==> src/rtl/ps2_key_receiver.sv <==
// PS/2 keyboard receiver: synchronises the raw PS/2 lines and deframes
// 11-bit device-to-host frames. Each accepted make code is presented with
// a one-cycle strobe. Break (F0 xx) and extended (E0) prefixes can be filtered.
module ps2_key_receiver #(
    parameter int unsigned TIMEOUT_CYCLES = 50000,
    parameter bit          FILTER_BREAK   = 1'b1
) (
    input  logic       clock,
    input  logic       resetn,
    input  logic       ps2_clk,
    input  logic       ps2_dat,
    output logic [7:0] ps2_key_data,
    output logic       ps2_key_pressed,
    output logic       frame_error
);

    localparam int unsigned TW_RAW = $clog2(TIMEOUT_CYCLES + 1);
    localparam int unsigned TW     = (TW_RAW > 16) ? TW_RAW : 16;
    localparam logic [TW-1:0] TMO_LIMIT = TW'(TIMEOUT_CYCLES - 1);

    // The start bit is consumed by the IDLE edge check, so no separate START state.
    typedef enum logic [1:0] {
        S_IDLE,
        S_DATA,
        S_PARITY,
        S_STOP
    } state_t;

    state_t        state_q, state_d;
    logic          clk_meta_q, clk_sync_q, clk_prev_q;
    logic          dat_meta_q, dat_sync_q;
    logic [2:0]    bit_cnt_q, bit_cnt_d;
    logic [7:0]    shift_q, shift_d;
    logic          parity_q, parity_d;
    logic [TW-1:0] tmo_q, tmo_d;
    logic          break_pending_q, break_pending_d;
    logic [7:0]    key_data_q, key_data_d;
    logic          pressed_q, pressed_d;
    logic          error_q, error_d;
    logic          fall;
    logic          frame_ok;

    // Two-flop synchronisers plus a delayed copy of the clock for edge detection.
    always_ff @(posedge clock) begin
        if (!resetn) begin
            clk_meta_q <= 1'b1;
            clk_sync_q <= 1'b1;
            clk_prev_q <= 1'b1;
            dat_meta_q <= 1'b1;
            dat_sync_q <= 1'b1;
        end else begin
            clk_meta_q <= ps2_clk;
            clk_sync_q <= clk_meta_q;
            clk_prev_q <= clk_sync_q;
            dat_meta_q <= ps2_dat;
            dat_sync_q <= dat_meta_q;
        end
    end

    // Deframing, filtering and timeout decisions.
    always_comb begin
        state_d         = state_q;
        bit_cnt_d       = bit_cnt_q;
        shift_d         = shift_q;
        parity_d        = parity_q;
        break_pending_d = break_pending_q;
        key_data_d      = key_data_q;
        pressed_d       = 1'b0;
        error_d         = 1'b0;

        fall     = clk_prev_q & ~clk_sync_q;
        frame_ok = (^{shift_q, parity_q}) & dat_sync_q;
        tmo_d    = (fall || state_q == S_IDLE) ? '0 : tmo_q + 1'b1;

        case (state_q)
            S_IDLE: begin
                if (fall && !dat_sync_q) begin
                    state_d   = S_DATA;
                    bit_cnt_d = '0;
                    shift_d   = '0;
                end
            end
            S_DATA: begin
                if (fall) begin
                    shift_d   = {dat_sync_q, shift_q[7:1]};
                    bit_cnt_d = bit_cnt_q + 1'b1;
                    if (bit_cnt_q == 3'd7) begin
                        state_d = S_PARITY;
                    end
                end
            end
            S_PARITY: begin
                if (fall) begin
                    parity_d = dat_sync_q;
                    state_d  = S_STOP;
                end
            end
            S_STOP: begin
                if (fall) begin
                    state_d = S_IDLE;
                    if (!frame_ok) begin
                        error_d = 1'b1;
                    end else if (!FILTER_BREAK) begin
                        key_data_d = shift_q;
                        pressed_d  = 1'b1;
                    end else if (shift_q == 8'hF0) begin
                        break_pending_d = 1'b1;
                    end else if (shift_q == 8'hE0) begin
                        break_pending_d = break_pending_q;
                    end else if (break_pending_q) begin
                        break_pending_d = 1'b0;
                    end else begin
                        key_data_d = shift_q;
                        pressed_d  = 1'b1;
                    end
                end
            end
            default: begin
                state_d = S_IDLE;
            end
        endcase

        if (state_q != S_IDLE && !fall && tmo_q == TMO_LIMIT) begin
            state_d   = S_IDLE;
            error_d   = 1'b1;
            shift_d   = '0;
            bit_cnt_d = '0;
        end
    end

    // Frame state, timeout counter and registered outputs.
    always_ff @(posedge clock) begin
        if (!resetn) begin
            state_q         <= S_IDLE;
            bit_cnt_q       <= '0;
            shift_q         <= '0;
            parity_q        <= 1'b0;
            tmo_q           <= '0;
            break_pending_q <= 1'b0;
            key_data_q      <= 8'h00;
            pressed_q       <= 1'b0;
            error_q         <= 1'b0;
        end else begin
            state_q         <= state_d;
            bit_cnt_q       <= bit_cnt_d;
            shift_q         <= shift_d;
            parity_q        <= parity_d;
            tmo_q           <= tmo_d;
            break_pending_q <= break_pending_d;
            key_data_q      <= key_data_d;
            pressed_q       <= pressed_d;
            error_q         <= error_d;
        end
    end

    assign ps2_key_data    = key_data_q;
    assign ps2_key_pressed = pressed_q;
    assign frame_error     = error_q;

endmodule

==> config.mk <==
export PLATFORM = sky130hd
export DESIGN_NAME = ps2_key_receiver
export DESIGN_NICKNAME = d
export VERILOG_FILES = /design/src/rtl/ps2_key_receiver.sv
export SDC_FILE = /design/constraint.sdc
export NUM_CORES = 1
export LEC_CHECK = 0
export CAP_MARGIN = 20
export CORE_ASPECT_RATIO = 1.1
export CORE_MARGIN = 1.5
export CORE_UTILIZATION = 40
export CTS_CLUSTER_SIZE = 28
export DETAILED_ROUTE_END_ITERATION = 7
export GPL_TIMING_DRIVEN = 0
export PLACE_DENSITY_LB_ADDON = 0.05
export SLEW_MARGIN = 20
export SYNTH_ARGS = -nofsm -noshare
export SYNTH_HDL_FRONTEND = slang
export SYNTH_SLANG_ARGS = --single-unit
==> constraint.sdc <==
create_clock -name clock -period 3.7 [get_ports clock]
set_input_delay 0.74 -clock clock [delete_from_list [all_inputs] [get_ports clock]]
set_output_delay 0.74 -clock clock [all_outputs]
set_load 0.05 [all_outputs]
* Yosys cells after proc, flatten, opt, wreduce, memory -nomap -nowiden
Index checks and enable logic that the tools add are counted.
** Word-level totals
- Bits in registers :: 46
- Output and inout port bits :: 10
- Input bits :: 4
** Operators by class
- Add/sub/neg operators :: 2
- Multiplexer cells :: 19
- Equal/unequal tests :: 13
- Reductions and logical operators :: 18
- Bitwise gates (word level) :: 10
** Operators by type and width (number)
- 16-bit by 1-bit adder with 16-bit output (second input constant) :: 1
- 16-bit == test (second input constant) :: 1
- 8-bit == test (second input constant) :: 2
- 8-bit 2-to-1 mux :: 2
- 8-bit one-hot mux with 2 select lines :: 1
- 2-bit 2-to-1 mux :: 5
- 2-bit != test (second input constant) :: 5
- 9-bit parity :: 1
- 1-bit NOT :: 8
- 2-bit one-hot mux with 4 select lines :: 1
- 1-bit 2-to-1 mux :: 7
- 3-bit 2-to-1 mux :: 2
- 3-bit one-hot mux with 2 select lines :: 1
- 6-bit AND reduction :: 1
- 6-bit OR reduction :: 1
- 5-bit AND reduction :: 1
- 2-bit == test (second input constant) :: 2
- 4-bit AND reduction :: 1
- 2-bit nonzero test :: 2
- 2-bit OR reduction :: 2
- 3-bit by 1-bit adder with 3-bit output (second input constant) :: 1
- 3-bit == test (second input constant) :: 1
- 1-bit logical AND :: 3
- 3-bit AND reduction :: 1
- 7 further kinds :: 9

* Longest topological paths before layout
- Depth after elaboration :: 6
- Gate-level depth with buffers :: 7
- Gate-level depth less buffers :: 6

* Worst setup path before layout
OpenSTA, ideal clock, no wires.
- Path type :: register to register
- From :: register state_q[0]
- To :: register key_data_q[0], in the netlist ps2_key_data[0]
- Required time :: 3628 ps
- Setup slack :: 1852 ps
- Period minus slack after synthesis :: 1848 ps
- Data arrival time :: 1776 ps
- Cell stages (with the launch flop) :: 6
- Cells stage by stage :: dfxtp_1 > ha_1 > nor4bb_1 > o2111ai_1 > mux2i_4 > mux2i_1
** On the way
- Cells in the longest elaborated chain, start to end :: 2
** Ends and longest elaborated chain
- start: declaration :: line 29 : state_t state_q, state_d;
- start signal: assignment :: line 144 : state_q <= state_d;
- 2-bit == test :: line 75 : case (state_q)
- 6-bit AND reduction (no line)
- end signal: assignment :: line 150 : key_data_q <= key_data_d;
- end: declaration :: line 37 : logic [7:0] key_data_q, key_data_d;
Every way passes these cells.
A chain may end at the register's enable or synchronous reset.

* Worst setup path after layout
- From :: register state_q[0]
- To :: register key_data_q[7], in the netlist ps2_key_data[7]
Same word-level chain as after synthesis.

==> impl_metrics.json <==
{
  "maxSlewViolCount": 0,
  "r2r_slack_ps": 1480,
  "hold_buffers": 0,
  "drc": 0,
  "cap_violations": 0,
  "ant_nets": 0,
  "holdWs_ps": 410.5,
  "path_delay_family": "multiplexers",
  "start_util": 0.4091,
  "io_buffers": 13,
  "finalHoldViolations": 0,
  "timing.final.ws_setup_ps": 1478,
  "routed_wl_um": 4330,
  "met3_length_um": 137,
  "reg2reg_from": "state_q[0]",
  "skew_ps": 8.902,
  "grt_pass1_wl_um": 7438,
  "clock.fmax_mhz": 450.0,
  "hold_class": "reg -> reg",
  "ys_seq_area_frac": 0.4227,
  "r2r_cells": 5,
  "tns_ps": 0,
  "ys_warn_count": 0,
  "post-route-min-period_ps": 2222,
  "grt_antenna_before_repair": 0,
  "start_kind": "register",
  "slew_headroom": 0.4550,
  "powerDensity_mw_per_mm2": 399.5,
  "critPathCaptureType": "register",
  "critPathRequiredTime_ps": 3930,
  "synth.area.top_cells": "dfxtp_1 42%, xnor2_1 6.0%, nand2_1 5.7%",
  "first_iter_violations": 59,
  "core-area_mm2": 0.005325,
  "clock_path_buffers": 2,
  "grt_overflow": 0,
  "drive_above_1_share": 0.06564,
  "synthDistinctLibCells": 39,
  "critPathKind": "reg -> reg",
  "antennaDiodeCount": 0,
  "syn-num-nets": 250,
  "cts_num_sinks": 46,
  "cp_slowest_cell": "nor4bb_1",
  "fin_nets": 270,
  "crit_chain": "ha_1, nor4bb_1, o2111ai_1, mux2i_4, mux2i_1",
  "syn_avg_cell_area_um2": 9.153,
  "met1_length_um": 2003,
  "synth_top_cell_area_share": 0.4227,
  "synth.largest_area_cell": "dfxtp_1",
  "htreeDepth": 2,
  "routedWlPerCell_um": 12.96,
  "dieWidth_um": 73.36,
  "synth_edf_count": 0,
  "vias": 1628,
  "place_congestion": 0.7339,
  "grt_usage": 0.1642,
  "holdPathEnd": "dat_sync_q",
  "grt_max_degree": 15,
  "syn_inst": 238,
  "ys_ff_latch": 46,
  "placed_cells": 326,
  "finalSetupViolCount": 0,
  "pin_count": 14,
  "rows": 28,
  "outcome": "finished clean",
  "grt_pass1_vias": 1519,
  "crit_path_max_fanout": 8,
  "syn2layout_area_growth_pct": 15.28,
  "instances_no_fill": 334,
  "syn_area_mm2": 0.002178,
  "clk-insertion-delay-late_ps": 300,
  "cts_root_buffer": "clkbuf_8",
  "fill_cells": 549,
  "synth.top_cells.by_count": "46 x dfxtp_1, 33 x nand2_1, 27 x nor2_1, 17 x nand3_1, 15 x xnor2_1",
  "peakVddDrop_v": 0.0001611,
  "fp.dieH_um": 80.40,
  "dieArea_mm2": 0.005898,
  "rsz0062_at_grt": "no",
  "top_layer_used": "met4",
  "ys.flop_type": "dfxtp_1",
  "crit_arrival_ps": 2450,
  "pre_cts_slack_ps": 1317,
  "postCtsSetupRepairBufs": 0,
  "min_from": "dat_meta_q",
  "viasPerCell": 4.874,
  "synthArstFlopShare": 0,
  "yosysMostFrequentCell": "dfxtp_1",
  "cp-startpoint": "state_q[0]",
  "cts_tree": "built",
  "worst_pin_slew_ps": 817.5,
  "reg2reg_to": "ps2_key_data[7]",
  "period_share": 0.6007,
  "cp_slowest_stage_delay_ps": 610,
  "path_clk_slew_ps": 80,
  "cts_resized": 0,
  "dp_hpwl_um": 3131,
  "total_power_mw": 1.003,
  "p_leak_nw": 0.8399,
  "dr_wl_met2_um": 2157,
  "worstHoldPathCells": 1,
  "cts_buffers": 5,
  "cp_num_buf_inv": 0,
  "first_pass_iters": 4
}
==> report_power, final <==
group | internal, mW | leakage, nW | total [mW] | switching (mW)
clock network | 0.199 | 0.0579 | 0.366 | 0.168
logic | 0.0421 | 0.410 | 0.121 | 0.0787
registers | 0.506 | 0.372 | 0.516 | 0.0105
==> kinds of logic after synthesis <==
group | share of synthesized area
adder cells (fa/ha/maj) | 0.04595
XOR/XNOR | 0.1057
AO/OA/AOI/OAI | 0.07008
flip-flops | 0.4227
AND/OR/NAND/NOR | 0.2596
buffers and inverters | 0.03504
multiplexers | 0.06089
==> flip-flops by register name (all words and copies together) (netlist names) <==
name             cells
bit_cnt_q            3
break_pending_q      1
clk_meta_q           1
clk_prev_q           1
clk_sync_q           1
dat_meta_q           1
dat_sync_q           1
frame_error          1
parity_q             1
ps2_key_data         8
ps2_key_pressed      1
shift_q              8
state_q              2
tmo_q               16
==> metal layers <==
metal | GRT usage | vias to the layer above
met5 | 0 | -
met4 | 0.05000 | 0
met3 | 0.04517 | 2
met2 | 0.2882 | 19
met1 | 0.1925 | 743
li1 | - | 864
==> layout make-up <==
cell class / count / area [um2] / share of cell area
Clock inverter: 3 / 40.04 / 0.01594
Clock buffer: 5 / 68.82 / 0.02740
Timing Repair Buffer: 13 / 130.1 / 0.05182
Sequential cell: 46 / 920.9 / 0.3667
Tap cell: 75 / 93.84 / 0.03737
Multi-Input combinational cell: 178 / 1181 / 0.4704
Inverter: 7 / 26.28 / 0.01046
Buffer: 7 / 50.05 / 0.01993
==> cells in the final DEF, fill, tap and decap left out, types with 2 or more instances in the layout <==
cell	Yosys	layout
dfxtp_1	46	46
nand2_1	33	33
nor2_1	27	27
nand3_1	17	17
xnor2_1	15	15
clkdlybuf4s50_1	0	13
a21oi_1	12	12
mux2i_1	11	11
nand2b_1	8	8
ha_1	8	8
inv_1	7	7
nor4_1	5	5
nor3_1	5	5
clkbuf_8	0	5
xor2_1	3	3
nor4bb_1	3	3
and3_1	3	3
nand3b_1	3	3
clkbuf_1	3	3
nand4_1	3	3
buf_6	2	2
xnor3_2	2	2
nor4b_1	2	2
a21o_1	2	2
o21ai_0	2	2
clkinv_2	0	2
==> how the worst max path moves through the flow <==
stage / slack, ps / cells after the start / endpoint
2_1_floorplan: 1850 / 5 / ps2_key_data[0]
3_5_place_dp: 1320 / 5 / state_q[1]
4_1_cts: 1450 / 5 / ps2_key_data[0]
3_3_place_gp: 1310 / 5 / shift_q[0]
5_1_grt: 1360 / 5 / ps2_key_data[7]
6_report: 1480 / 5 / ps2_key_data[7]
==> per-stage QoR <==
| stage | instance area, um2 | utilization |
|---|---|---|
| floorplan | 2178 | - |
| detailed placement | 2402 | 0.4511 |
| finish | 2511 | 0.4716 |
| CTS | 2511 | 0.4716 |
| global route | 2511 | 0.4716 |
| global placement | 2402 | 0.4511 |
Power figures use the tool's default switching activity.
